$ cat config.mk
export PLATFORM = sky130hd
export DESIGN_NAME = uart_tx_cfg
export DESIGN_NICKNAME = d
export VERILOG_FILES = /design/src/rtl/uart_tx_cfg_pkg.sv /design/src/rtl/uart_parity_calc.sv /design/src/rtl/uart_tx_cfg.sv
export SDC_FILE = /design/constraint.sdc
export NUM_CORES = 1
export LEC_CHECK = 0
export CORE_MARGIN = 3
export CORE_UTILIZATION = 30
export DETAILED_ROUTE_END_ITERATION = 8
export GPL_TIMING_DRIVEN = 0
export PLACE_DENSITY = 0.57
export SETUP_SLACK_MARGIN = 0.5
export SYNTH_ARGS = -nofsm -noshare
export SYNTH_HDL_FRONTEND = slang
export SYNTH_HIERARCHICAL = 1
export SYNTH_SLANG_ARGS = --single-unit
$ cat constraint.sdc
create_clock -name clk -period 1.85 [get_ports clk]
set_input_delay 0.37 -clock clk [delete_from_list [all_inputs] [get_ports clk]]
set_output_delay 0.37 -clock clk [all_outputs]
set_load 0.02 [all_outputs]
$ cat src/rtl/uart_tx_cfg_pkg.sv
// Shared types for the runtime-configurable UART transmitter: FSM states and
// the encodings of the par_mode and stop_sel configuration inputs.
package uart_tx_cfg_pkg;

  typedef enum logic [2:0] {
    IDLE   = 3'd0,
    START  = 3'd1,
    DATA   = 3'd2,
    PARITY = 3'd3,
    STOP   = 3'd4
  } state_e;

  typedef enum logic [1:0] {
    PAR_NONE     = 2'b00,
    PAR_EVEN     = 2'b01,
    PAR_ODD      = 2'b10,
    PAR_NONE_ALT = 2'b11
  } parity_e;

  typedef enum logic [1:0] {
    STOP_1     = 2'b00,
    STOP_1P5   = 2'b01,
    STOP_2     = 2'b10,
    STOP_2_ALT = 2'b11
  } stop_e;

endpackage

$ cat src/rtl/uart_parity_calc.sv
// Even parity over the low nbits bits of data (bits at or above nbits are ignored).
module uart_parity_calc #(
  parameter int unsigned DBIT_MAX = 8
) (
  input  logic [DBIT_MAX-1:0]              data,
  input  logic [$clog2(DBIT_MAX+1)-1:0]    nbits,
  output logic                             par_even
);

  localparam int unsigned CNT_W = $clog2(DBIT_MAX + 1);

  always_comb begin
    par_even = 1'b0;
    for (int unsigned i = 0; i < DBIT_MAX; i++) begin
      if (CNT_W'(i) < nbits) par_even = par_even ^ data[i];
    end
  end

endmodule

$ cat src/rtl/uart_tx_cfg.sv
// Runtime-configurable UART transmitter; frame format is latched per frame.
// Parity support is built only when UART_TX_CFG_PARITY_EN is defined.
module uart_tx_cfg
  import uart_tx_cfg_pkg::*;
#(
  parameter int unsigned DBIT_MAX  = 8,
  parameter int unsigned BIT_WIDTH = 16
) (
  input  logic                          clk,
  input  logic                          rst_n,
  input  logic                          s_tick,
  input  logic                          tx_start,
  input  logic [DBIT_MAX-1:0]           tx_din,
  input  logic [$clog2(DBIT_MAX+1)-1:0] dbit_sel,
  input  logic [1:0]                    par_mode,
  input  logic [1:0]                    stop_sel,
  output logic                          tx,
  output logic                          tx_busy,
  output logic                          tx_done
);

  localparam int unsigned CNT_W  = $clog2(DBIT_MAX + 1);
  localparam int unsigned TICK_W = $clog2(2 * BIT_WIDTH);

  state_e              cs, cs_n;
  logic [TICK_W-1:0]   tick_q, tick_n;
  logic [CNT_W-1:0]    bit_q, bit_n;
  logic [CNT_W-1:0]    nbit_q, nbit_n;
  logic [DBIT_MAX-1:0] shreg_q, shreg_n;
  stop_e               stop_q, stop_n;
  logic                tx_q, tx_n;
  logic                busy_q;
  logic                done_q, done_n;

  logic [CNT_W-1:0]    dbit_eff;
  logic [TICK_W-1:0]   stop_last;
  logic                bit_end;

`ifdef UART_TX_CFG_PARITY_EN
  logic par_en_q, par_en_n;
  logic par_bit_q, par_bit_n;
  logic par_calc;

  uart_parity_calc #(.DBIT_MAX(DBIT_MAX)) u_parity (
    .data     (tx_din),
    .nbits    (dbit_eff),
    .par_even (par_calc)
  );
`else
  logic unused_par_mode;
  assign unused_par_mode = ^par_mode;
`endif

  // Out-of-range data-bit selections fall back to the maximum.
  assign dbit_eff = (dbit_sel == '0 || dbit_sel > CNT_W'(DBIT_MAX)) ? CNT_W'(DBIT_MAX) : dbit_sel;
  assign bit_end  = (tick_q == TICK_W'(BIT_WIDTH - 1));

  always_comb begin
    case (stop_q)
      STOP_1:   stop_last = TICK_W'(BIT_WIDTH - 1);
      STOP_1P5: stop_last = TICK_W'(3 * BIT_WIDTH / 2 - 1);
      default:  stop_last = TICK_W'(2 * BIT_WIDTH - 1);
    endcase
  end

  // Next-state, counters, datapath and registered line value.
  always_comb begin
    cs_n    = cs;
    tick_n  = tick_q;
    bit_n   = bit_q;
    nbit_n  = nbit_q;
    shreg_n = shreg_q;
    stop_n  = stop_q;
    tx_n    = tx_q;
    done_n  = 1'b0;
`ifdef UART_TX_CFG_PARITY_EN
    par_en_n  = par_en_q;
    par_bit_n = par_bit_q;
`endif

    case (cs)
      IDLE: begin
        tx_n = 1'b1;
        if (tx_start) begin
          shreg_n = tx_din;
          nbit_n  = dbit_eff;
          stop_n  = stop_e'(stop_sel);
`ifdef UART_TX_CFG_PARITY_EN
          par_en_n  = (par_mode == PAR_EVEN) || (par_mode == PAR_ODD);
          par_bit_n = par_calc ^ (par_mode == PAR_ODD);
`endif
          tick_n  = '0;
          bit_n   = '0;
          cs_n    = START;
          tx_n    = 1'b0;
        end
      end

      START: begin
        if (s_tick) begin
          if (bit_end) begin
            tick_n = '0;
            bit_n  = '0;
            cs_n   = DATA;
            tx_n   = shreg_q[0];
          end else begin
            tick_n = tick_q + TICK_W'(1);
          end
        end
      end

      DATA: begin
        if (s_tick) begin
          if (bit_end) begin
            tick_n  = '0;
            shreg_n = shreg_q >> 1;
            if (bit_q == nbit_q - CNT_W'(1)) begin
`ifdef UART_TX_CFG_PARITY_EN
              if (par_en_q) begin
                cs_n = PARITY;
                tx_n = par_bit_q;
              end else begin
                cs_n = STOP;
                tx_n = 1'b1;
              end
`else
              cs_n = STOP;
              tx_n = 1'b1;
`endif
            end else begin
              bit_n = bit_q + CNT_W'(1);
              tx_n  = shreg_n[0];
            end
          end else begin
            tick_n = tick_q + TICK_W'(1);
          end
        end
      end

`ifdef UART_TX_CFG_PARITY_EN
      PARITY: begin
        if (s_tick) begin
          if (bit_end) begin
            tick_n = '0;
            cs_n   = STOP;
            tx_n   = 1'b1;
          end else begin
            tick_n = tick_q + TICK_W'(1);
          end
        end
      end
`endif

      STOP: begin
        tx_n = 1'b1;
        if (s_tick) begin
          if (tick_q == stop_last) begin
            tick_n = '0;
            cs_n   = IDLE;
            done_n = 1'b1;
          end else begin
            tick_n = tick_q + TICK_W'(1);
          end
        end
      end

      default: begin
        cs_n = IDLE;
        tx_n = 1'b1;
      end
    endcase
  end

  always_ff @(posedge clk) begin
    if (!rst_n) begin
      cs      <= IDLE;
      tick_q  <= '0;
      bit_q   <= '0;
      nbit_q  <= '0;
      shreg_q <= '0;
      stop_q  <= STOP_1;
      tx_q    <= 1'b1;
      busy_q  <= 1'b0;
      done_q  <= 1'b0;
`ifdef UART_TX_CFG_PARITY_EN
      par_en_q  <= 1'b0;
      par_bit_q <= 1'b0;
`endif
    end else begin
      cs      <= cs_n;
      tick_q  <= tick_n;
      bit_q   <= bit_n;
      nbit_q  <= nbit_n;
      shreg_q <= shreg_n;
      stop_q  <= stop_n;
      tx_q    <= tx_n;
      busy_q  <= (cs_n != IDLE);
      done_q  <= done_n;
`ifdef UART_TX_CFG_PARITY_EN
      par_en_q  <= par_en_n;
      par_bit_q <= par_bit_n;
`endif
    end
  end

  assign tx      = tx_q;
  assign tx_busy = busy_q;
  assign tx_done = done_q;

endmodule

==> impl_metrics.ini <==
[run_status]
status = finished clean

[yosys]
yosys_warnings = 6
synthesis.area_um2 = 1639
syn_nets = 215
yosysSeqAreaShare_pct = 35.42
avgSynthCellArea_um2 = 8.627
synth_cell_type_count = 47
synth_seq_cells = 29
syn-instance-count = 190

[die]
die_h_um = 79.92
rows = 26
initial_core_util_pct = 31.49
die_x_um = 79.92
dieArea_um2 = 6386
core_area_um2 = 5205
top_level_ports = 23

[place]
post-dp-hpwl_um = 2771
dp_slack_ps = -304.6
place_area_um2 = 1991
place_congestion = 0.7992
port_buffers = 20
placed_cells = 280

[worst_setup_path]
crit_type = flop to flop
worst_ep_required_time_ps = 2020
worst_setup_path_end_kind = flop
start_kind = flop
critPathArrivalTime_ps = 1920
timing.rr.start = tick_q[1]$_SDFFE_PN0P_
path_max_fanout = 4
cp-startpoint = tick_q[1]$_SDFFE_PN0P_

[power]
ir_worst_vdd_v = 0.0004316
power.density_nw_per_um2 = 594.6
switching_share_pct = 25.49
internal_power_mw = 1.084
p_total_mw = 1.455
p_seq_share_pct = 46.0
power.net_switching_mw = 0.3708
leakage_nw = 0.8899
p_clk_share_pct = 36.3
combPwrFrac_pct = 17.7

[layout]
nets = 265
layout_commonest_cell = dfxtp_1
most-common-layout-cells = 21 x dfxtp_1, 20 x buf_4, 16 x nand2_1, 15 x nor2_1, 15 x clkdlybuf4s50_1
final_util_pct = 47.00
drive_gt1_share_pct = 34.17
antenna_cells = 0
fin_cells = 310
fin_area_um2 = 2446
area_delta_synth_final_pct = 49.24
multi_input_area_um2 = 1196
fillCellCount = 518
ff_latch_area_um2 = 590.6

[grt]
grt_use_total_pct = 14.02
grt-ovfl-total = 0
grt_pass1_wl_um = 6851
grt_pass1_vias = 1442
antenna_found_initial = 0
grt_max_degree = 11

[timing]
fin_crit_ps = 1755
fin_ws_ps = 94.64
relSlewSlack_pct = 57.42
finalSetupViolations = 0
fin_tns_setup_ps = 0
tightest_slew_ps = 638.7
skew_ps = 6.214
hold_viol = 0
fmax_mhz = 569.7
rsz0062_at_grt = true
fin_crit_sh_pct = 94.88
hold_ws_ps = 477.6
slew_viol_final = 0

[clock_network]
root_buffer = clkbuf_8
h-tree-depth = 2
cts_tree = done
clock_sinks = 29
worstSkewPairLatency_ps = 280
cts_buffer_depth = 2
cts_buffers = 5
postCtsHoldBufs = 0
clkTransAtPathRegs_ps = 60

[routing]
route.detailed.wl_per_inst_um = 13.82
via_per_inst = 4.994
drc = 0
num_vias = 1548
wl_um = 4283
postRouteAntennaNets = 0
first_iter_violations = 80
dr.pass1.iters = 4

[worst_hold_path]
hold_path_class = flop to flop
hp-start = stop_q[0]$_SDFFE_PN0P_

[job]
maxCapViolCount = 0
-- Yosys cell counts, drive strengths merged --
master / count / area [um2]
a211oi: 9 / 80.08
buf: 5 / 33.78
o311ai: 1 / 16.27
nand3b: 5 / 37.54
o2111a: 2 / 22.52
a311oi: 1 / 8.760
or3: 3 / 18.77
and3: 2 / 12.51
o32a: 1 / 10.01
o41ai: 1 / 8.760
mux2: 2 / 26.27
nand4: 2 / 12.51
nand2: 17 / 63.81
or2: 2 / 12.51
nor2b: 2 / 12.51
nand3: 11 / 55.05
nor4b: 1 / 8.760
nand2b: 4 / 25.02
a21o: 1 / 7.510
xnor2: 7 / 61.31
a21oi: 9 / 45.04
a221oi: 1 / 15.01
dfxtp: 29 / 580.6
nor4: 2 / 12.51
ha: 5 / 62.56
inv: 9 / 33.78
a31oi: 2 / 12.51
a21boi: 2 / 18.77
nor2: 16 / 60.06
nor3: 8 / 45.04
a32oi: 1 / 8.760
mux2i: 9 / 90.09
o21ai: 6 / 30.02
nor3b: 1 / 7.510
and2: 1 / 6.260
clkbuf: 4 / 15.01
nor4bb: 1 / 10.01
and4bb: 2 / 25.02
a211o: 1 / 8.760
xor2: 2 / 17.52
-- what timing repair did --
| action | 4_1_cts | 5_1_grt |
|---|---|---|
| gates resized for setup | 23 | 27 |
| pin swaps | 10 | 8 |
| buffers inserted | 12 | 11 |
| endpoints found under the setup margin | 31 | 29 |
| endpoints found under the hold margin | 0 | 0 |
-- power by group through the flow --
| stage | Combinational (mW) | Clock (mW) | Sequential [mW] |
|---|---|---|---|
| 2_1_floorplan | 0.114 | 0 | 0.682 |
| 3_3_place_gp | 0.191 | 0 | 0.682 |
| 3_5_place_dp | 0.193 | 0 | 0.682 |
| 4_1_cts | 0.222 | 0.537 | 0.669 |
| 5_1_grt | 0.282 | 0.573 | 0.672 |
| 6_report | 0.257 | 0.528 | 0.670 |
-- layout make-up --
| type | instances | area share (%) |
|---|---|---|
| Multi-Input combinational cell | 143 | 48.90 |
| Sequential cell | 29 | 24.14 |
| Timing Repair Buffer | 43 | 15.86 |
| Tap cell | 70 | 3.581 |
| Clock buffer | 7 | 3.529 |
| Buffer | 9 | 2.609 |
| Inverter | 9 | 1.381 |
-- registers in the layout, summed over array words and instances (netlist names) --
signal,count
tx,1
tick_q,5
tx_busy,1
cs,3
nbit_q,4
tx_done,1
shreg_q,8
stop_q,2
bit_q,4
-- per-layer routing --
layer | track usage [%] | wire (um)
met1 | 18.69 | 2068
met2 | 21.03 | 2005
met3 | 3.273 | 102
met4 | 6.926 | 106
met5 | 0 | 0
-- final timing paths --
path | to | slack [ps] | depth (start not counted)
max | bit_q[2]$_SDFFE_PN0P_ | 90 | 9
min | stop_q[0]$_SDFFE_PN0P_ | 480 | 2
max reg2reg | bit_q[2]$_SDFFE_PN0P_ | 90 | 9
min reg2reg | stop_q[0]$_SDFFE_PN0P_ | 480 | 2
-- logic make-up after synthesis --
group           count (synthesis)  share of synthesized area, %
flops                          29                         35.42
buf+inv                        18                         5.038
fa+ha+maj                       5                         3.817
xor+xnor                        9                         4.809
simple gates                   80                         25.95
mux                            11                         7.099
compound gates                 38                         17.86
-- critical path, cell delays in order, from the launching register on --
cell	delay, ps
dfxtp_2	350
ha_4	150
nand3_2	80
inv_2	80
ha_4	170
nand3_4	80
a21boi_4	210
or2_4	190
nand3_2	60
mux2_2	260
Note: power is estimated with default switching activity, not from simulation.
